**src/rtl/beep_pkg.sv**
```systemverilog
// beep_driver shared definitions.
// State encoding and ms-to-cycles helpers.
package beep_pkg;

  typedef enum logic [1:0] {
    IDLE = 2'd0,
    BEEP = 2'd1,
    GAP  = 2'd2
  } state_t;

  function automatic int ms_to_cyc(
    input int clk_freq,
    input int ms
  );
    return clk_freq / 1000 * ms;
  endfunction

  // Bits needed to hold 0..n-1, never below 1.
  function automatic int cnt_w(input int n);
    return (n > 1) ? $clog2(n) : 1;
  endfunction

endpackage

```
**src/rtl/beep_driver_tone_gen.sv**
```systemverilog
// Square-wave generator for the buzzer.
// Registered output, high phase first after restart.
module tone_gen
  import beep_pkg::*;
#(
  parameter int HALF = 5
) (
  input  logic clk,
  input  logic reset,
  input  logic en,
  input  logic restart,
  output logic wave
);

  localparam int W = cnt_w(HALF);
  localparam logic [W-1:0] LAST = W'(HALF - 1);

  logic [W-1:0] cnt;

  always_ff @(posedge clk or posedge reset) begin
    if (reset) begin
      cnt  <= '0;
      wave <= 1'b0;
    end else if (!en) begin
      cnt  <= '0;
      wave <= 1'b0;
    end else if (restart) begin
      cnt  <= '0;
      wave <= 1'b1;
    end else if (cnt == LAST) begin
      cnt  <= '0;
      wave <= ~wave;
    end else begin
      cnt <= cnt + 1'b1;
    end
  end

endmodule

```
**src/rtl/beep_driver.sv**
```systemverilog
// Turns trigger pulses into queued fixed-length beeps.
// FSM, beep/gap timer and saturating pending counter.
module beep_driver
  import beep_pkg::*;
#(
  parameter int CLK_FREQ = 100_000_000,
  parameter int TONE_HZ  = 2_000,
  parameter int BEEP_MS  = 50,
  parameter int GAP_MS   = 50,
  parameter int PEND_W   = 3
) (
  input  logic              clk,
  input  logic              reset,
  input  logic              i_trig,
  input  logic              i_clear,
  output logic              o_buzz,
  output logic              o_busy,
  output logic [PEND_W-1:0] o_pending,
  output logic              o_overflow
);

  localparam int HALF     = CLK_FREQ / (2 * TONE_HZ);
  localparam int BEEP_CYC = ms_to_cyc(CLK_FREQ, BEEP_MS);
  localparam int GAP_CYC  = ms_to_cyc(CLK_FREQ, GAP_MS);
  localparam int CNT_MAX  =
    (BEEP_CYC > GAP_CYC) ? BEEP_CYC : GAP_CYC;
  localparam int CW       = cnt_w(CNT_MAX);

  localparam logic [CW-1:0] BEEP_LAST = CW'(BEEP_CYC - 1);
  localparam logic [CW-1:0] GAP_LAST  = CW'(GAP_CYC - 1);
  localparam logic [PEND_W-1:0] PMAX  = '1;

  state_t            state;
  logic [CW-1:0]     cnt;
  logic [PEND_W-1:0] pending;
  logic              overflow;

  logic con;
  logic acc;
  logic drop;
  logic beep_end;
  logic gap_end;
  logic tone_en;

  assign con  = (state == IDLE) && (pending != '0);
  assign acc  = i_trig && !i_clear &&
                ((pending != PMAX) || con);
  assign drop = i_trig && !i_clear &&
                (pending == PMAX) && !con;

  assign beep_end = (state == BEEP) && (cnt == BEEP_LAST);
  assign gap_end  = (state == GAP) && (cnt == GAP_LAST);

  // Tone runs on every cycle whose next state is BEEP.
  assign tone_en = !i_clear &&
                   (con || ((state == BEEP) && !beep_end));

  always_ff @(posedge clk or posedge reset) begin
    if (reset) begin
      state <= IDLE;
      cnt   <= '0;
    end else if (i_clear) begin
      state <= IDLE;
      cnt   <= '0;
    end else begin
      unique case (state)
        IDLE: begin
          if (con) begin
            state <= BEEP;
            cnt   <= '0;
          end
        end
        BEEP: begin
          if (beep_end) begin
            state <= GAP;
            cnt   <= '0;
          end else begin
            cnt <= cnt + 1'b1;
          end
        end
        GAP: begin
          if (gap_end) begin
            state <= IDLE;
            cnt   <= '0;
          end else begin
            cnt <= cnt + 1'b1;
          end
        end
        default: begin
          state <= IDLE;
          cnt   <= '0;
        end
      endcase
    end
  end

  always_ff @(posedge clk or posedge reset) begin
    if (reset) begin
      pending  <= '0;
      overflow <= 1'b0;
    end else if (i_clear) begin
      pending  <= '0;
      overflow <= 1'b0;
    end else begin
      pending  <= pending + PEND_W'(acc) - PEND_W'(con);
      overflow <= drop;
    end
  end

  tone_gen #(
    .HALF(HALF)
  ) u_tone (
    .clk    (clk),
    .reset  (reset),
    .en     (tone_en),
    .restart(con),
    .wave   (o_buzz)
  );

  assign o_busy     = (state != IDLE);
  assign o_pending  = pending;
  assign o_overflow = overflow;

endmodule
```
**config.mk**
```make
export PLATFORM = sky130hd
export DESIGN_NAME = beep_driver
export DESIGN_NICKNAME = d
export VERILOG_FILES = /design/src/rtl/beep_pkg.sv /design/src/rtl/beep_driver_tone_gen.sv /design/src/rtl/beep_driver.sv
export SDC_FILE = /design/constraint.sdc
export NUM_CORES = 1
export LEC_CHECK = 0
export CAP_MARGIN = 10
export CORE_UTILIZATION = 58
export CTS_BUF_LIST = sky130_fd_sc_hd__clkbuf_4
export CTS_CLUSTER_SIZE = 16
export DETAILED_ROUTE_END_ITERATION = 8
export PLACE_DENSITY = 0.76
export SYNTH_ARGS = -nofsm -noshare
export SYNTH_HDL_FRONTEND = slang
export SYNTH_SLANG_ARGS = --single-unit
```
**constraint.sdc**
```tcl
create_clock -name clk -period 5.3 [get_ports clk]
set_input_delay 1.06 -clock clk [delete_from_list [all_inputs] [get_ports clk]]
set_output_delay 1.06 -clock clk [all_outputs]
set_load 0.05 [all_outputs]
```
# Word-level counts from Yosys, hierarchy flattened
# Cells that the tools add are included.
# classes
muxes	18
n_bitwise	1
addsub	4
n_reduce_logical	18
n_eq_ne	10
# ops
op	count
$mux 23	4
$pmux 23 s3	1
$mux 15	3
$add 23x1->23 const B	1
$eq 23x23->1 const B	1
$add 15x1->15 const B	1
$eq 15x15->1 const B	1
$ne 3x3->1 const B	5
$logic_and 1x1->1	9
$mux 2	4
$pmux 2 s3	1
$mux 1	4
$add 3x1->3	1
$eq 3x3->1 const B	1
$logic_not 1->1	3
$mux 3	1
$reduce_and 3->1	1
$reduce_bool 3->1	1
$sub 3x1->3	1
$eq 2x1->1 const B	1
$eq 2x2->1 const B	1
$logic_not 2->1	1
$logic_or 1x1->1	2
$reduce_bool 2->1	1
$not 1->1	1
# word_totals
out_inout_bits	6
reg_bits	45
wordCells	57

# Depth between registers and ports, before layout
# logic_depth
word_depth	7
ltp_mapped	13

# Hierarchy
# Synthesis repeated with hierarchy kept, for this count alone.
# hier_totals
hier_cells	260
hier_area_um2	2447.3
# by_module_without_submodules
mod	seq_area_each_um2	cells_per_inst	instances	area_each_um2
beep_driver	725.7	183	1	1664.1
tone_gen	400.4	77	1	783.3

# Least setup slack after synthesis
# No wires, ideal clock.
# synth_path
path_type	in2reg
startpoint	input port i_clear
endpoint	register pending[2], in the netlist o_pending[2]
slack_ns	2.573
setup_time_ns	0.131
path_buffers	1
path_stages	10
arrival_time_ns	2.596
path_cell_list	clkbuf_1 > nand3b_1 > ha_1 > inv_1 > ha_1 > inv_1 > fa_1 > xor2_1 > xnor2_1 > nor2_1
# synth_via
elab_chain_len	6
# synth_rtl
item	line	source
start: declaration	beep_driver.sv:15	input logic i_clear,
$logic_not 1->1	beep_driver.sv:46	assign acc = i_trig && !i_clear &&
$logic_and 1x1->1 (2 in a row)	beep_driver.sv:46	
$add 3x1->3	beep_driver.sv:105	pending <= pending + PEND_W'(acc) - PEND_W'(con);
$sub 3x1->3	beep_driver.sv:105	
$mux 3 (*)	beep_driver.sv:101	end else if (i_clear) begin
end signal: assignment	beep_driver.sv:105	
end: declaration	beep_driver.sv:35	logic [PEND_W-1:0] pending;
# Mark *: on every way between the ends. The rest lies on a longest branch, timed or not.
# A chain may end at the register's enable or synchronous reset.

# Worst setup path in the final report
# layout_path
startpoint	register state[0]
endpoint	output port o_busy
# layout_via
elab_chain_len	1
# layout_rtl
item	line	source
start: declaration	beep_driver.sv:33	state_t state;
start signal: assignment	beep_driver.sv:60	state <= IDLE;
start signal: assignment	beep_driver.sv:63	state <= IDLE;
start signal: assignment	beep_driver.sv:69	state <= BEEP;
$reduce_bool 2->1	beep_driver.sv:120	assign o_busy = (state != IDLE);
end: declaration	beep_driver.sv:17	output logic o_busy,
# Every way passes these cells.

==> flow_summary.ini <==
[route]
drc = 0
avgRoutedWirePerCell_um = 14.1
viasPerCell = 5.65
antenna_left = 0
routed-via-count = 1894
routed_wirelength_mm = 4.71
initialDrtViolationCount = 128
firstDrtPassIters = 4

[timing]
fin_worst_skew_ps = 12.2
relSlewSlack_pct = 36.7
max_freq_mhz = 325
tns_ps = 0
worst_pin_slew_ps = 949
fin_crit_sh_pct = 58.0
slew_violations = 0
hold_viol_final = 0
fin_crit_ps = 3080
rsz0062_at_grt = no
setup_violations = 0

[grt]
track_usage_pct = 23.4
grt_pass1_wl_mm = 8.00
grt_pass1_vias = 1837
grt_max_degree = 46
antenna_found_initial = 0
globalRoute.totalOverflow = 0

[worst_setup_path]
critPathKind = flop to output port
cp-start-kind = flop
path_delay_family = buffers and inverters
arrival_ps = 2020
slowest_delay_ps = 810
cpMaxStageDelayCell = clkdlybuf4s50_1
crit_top_cell = inv_1
cp-end-kind = output port
crit_fanout = 4
worstPathRequired_ps = 4240
path_cells = inv_1, ha_1, inv_1, clkdlybuf4s50_1
timing.critical_path.buf_inv = 3

[synthesis]
ys_ff_latch = 45
synth_cell_types = 46
synth_ff_type = dfrtp_1
synth_warnings = 0
postSynthAreaPerCell_sq_um = 9.26
synthCells = 274
synth_area_sq_mm = 0.00254
synth-edff-count = 0
async_flop_share_pct = 100
syn_nets = 287
seq_area_frac_synth_pct = 44.4

[pwr]
irDropWorstVdd_uv = 159
pwr_density_cell_mw_per_mm2 = 326
leakagePower_uw = 0.00111

[placed_design]
hpwl_mm = 3.24
dp.cells = 327
gp_congestion = 0.794
port_buffers = 9

[floorplanning]
die_width_um = 68.1
core_sq_mm = 0.00409
die_area_sq_mm = 0.00464
rows = 23
die_h_um = 68.1
start_util_pct = 62.1
io_pins = 10

[clock_tree]
holdBufCountCts = 0
cts_root_buf = clkbuf_4
htreeDepth = 2
cts-resized-gates = 0
cts_setup_buffers = 0
cts_sinks = 45
cts_tree = done
cts.clk_slew.worst_paths_ps = 140
clk_path_buf_depth = 2
clock_latency_ps = 370
tritoncts.num_buffers = 5

[run_status]
outcome = completed

[cells_and_area]
nets = 297
post_layout_nonfiller_instances = 335
diodes = 0
syn2layout_area_growth_pct = 6.56
drive_above_1_share_pct = 12.3

[flow_run]
drv_cap = 0

[worst_hold_path]
hp-class = flop to flop
## per-stage QoR
step / area, sq um / setup WS, ps / hold slack [ps] / util, % / total power [uW]
detailed placement: 2650 / 2030 / 456 / 64.8 / 722
CTS: 2700 / 2220 / 474 / 66.2 / 890
finish: 2700 / 2220 / 472 / 66.2 / 881
floorplan: 2540 / 2570 / 431 / - / 647
global route: 2700 / 2140 / 514 / 66.2 / 938
global placement: 2650 / 2060 / 449 / 64.8 / 714
## layer usage
layer  global-route usage [%]  vias up  part of all wire [%]
li1                         -      971                     -
met1                     29.6      890                    51
met2                     38.8       28                    44
met3                     5.17        5                   3.1
met4                     8.59        0                   1.3
met5                        0        -                     0
## synthesized netlist by cell type, types with 3 or more instances
| cell | number | area, sq um |
|---|---|---|
| nor4_1 | 3 | 18.8 |
| nor2_1 | 34 | 128 |
| a21o_1 | 5 | 37.5 |
| or3_2 | 9 | 67.6 |
| nand4_1 | 11 | 68.8 |
| nand2_1 | 27 | 101 |
| a21oi_1 | 6 | 30.0 |
| xnor2_1 | 8 | 70.1 |
| o21ai_0 | 11 | 55.1 |
| xor2_1 | 12 | 105 |
| dfrtp_1 | 45 | 1130 |
| nor2b_1 | 3 | 18.8 |
| ha_1 | 8 | 100 |
| inv_1 | 19 | 71.3 |
| or3_1 | 3 | 18.8 |
| nand3_1 | 20 | 100 |
| a21oi_2 | 5 | 43.8 |
| nor3_1 | 6 | 30.0 |
| o21ai_1 | 5 | 25.0 |
## area by class of cell
cell class,instances,area [sq um]
Fill cell,333,1380
Multi-Input combinational cell,203,1290
Sequential cell,45,1130
Timing Repair Buffer,10,97.6
Inverter,19,71.3
Tap cell,50,62.6
Clock buffer,5,37.5
Clock inverter,3,17.5
## worst register-to-register path: cells and delay by family (launching register included)
kind          cells  cell delay, ps
fa+ha+maj         3             780
xor+xnor          2             320
simple gates      3             600
flops             1             480
buf+inv           3             170
## cells by family after synthesis
group,count (synthesis),synth area share [%]
simple gates,133,28.5
buf+inv,26,4.73
compound gates,39,9.96
xor+xnor,20,6.90
fa+ha+maj,9,4.73
mux,2,0.789
flops,45,44.4
## registers in the layout, indices dropped and copies added, names as in the netlist
name and count:
cnt 23, u_tone.wave 1, u_tone.cnt 15, o_overflow 1, o_pending 3, state 2
## final timing paths
path                                              start                       to  slack [ps]  cells after the start
worst max register to register   o_pending[1]$_DFF_PP0_   o_pending[2]$_DFF_PP0_        2860                     11
worst min register to register  u_tone.cnt[0]$_DFF_PP0_  u_tone.cnt[0]$_DFF_PP0_         470                      1
worst max-delay path               state[0]$_DFFE_PP0P_                   o_busy        2220                      4
max in group asynchronous                         reset       cnt[7]$_DFFE_PP0P_        3540                      2
worst min-delay path            u_tone.cnt[0]$_DFF_PP0_  u_tone.cnt[0]$_DFF_PP0_         470                      1
min in group asynchronous                         reset     state[0]$_DFFE_PP0P_        1190                      2
## where the power goes
part | switching [uW] | internal (uW)
Sequential | 22.6 | 364
Combinational | 208 | 120
Clock | 116 | 50.4
Total | 347 | 535
## cells in the final DEF, fill, tap and decap left out, types with 6 or more instances in the layout
cell and instances:
inv_1 18, nor2_1 34, xnor2_1 8, nand2_1 27
a21oi_1 6, nand3_1 20, clkdlybuf4s50_1 9, o21ai_0 11
xor2_1 12, or3_2 9, nor3_1 6, ha_1 8
nand4_1 11, dfrtp_1 45
(Power assumes the default switching activity.)
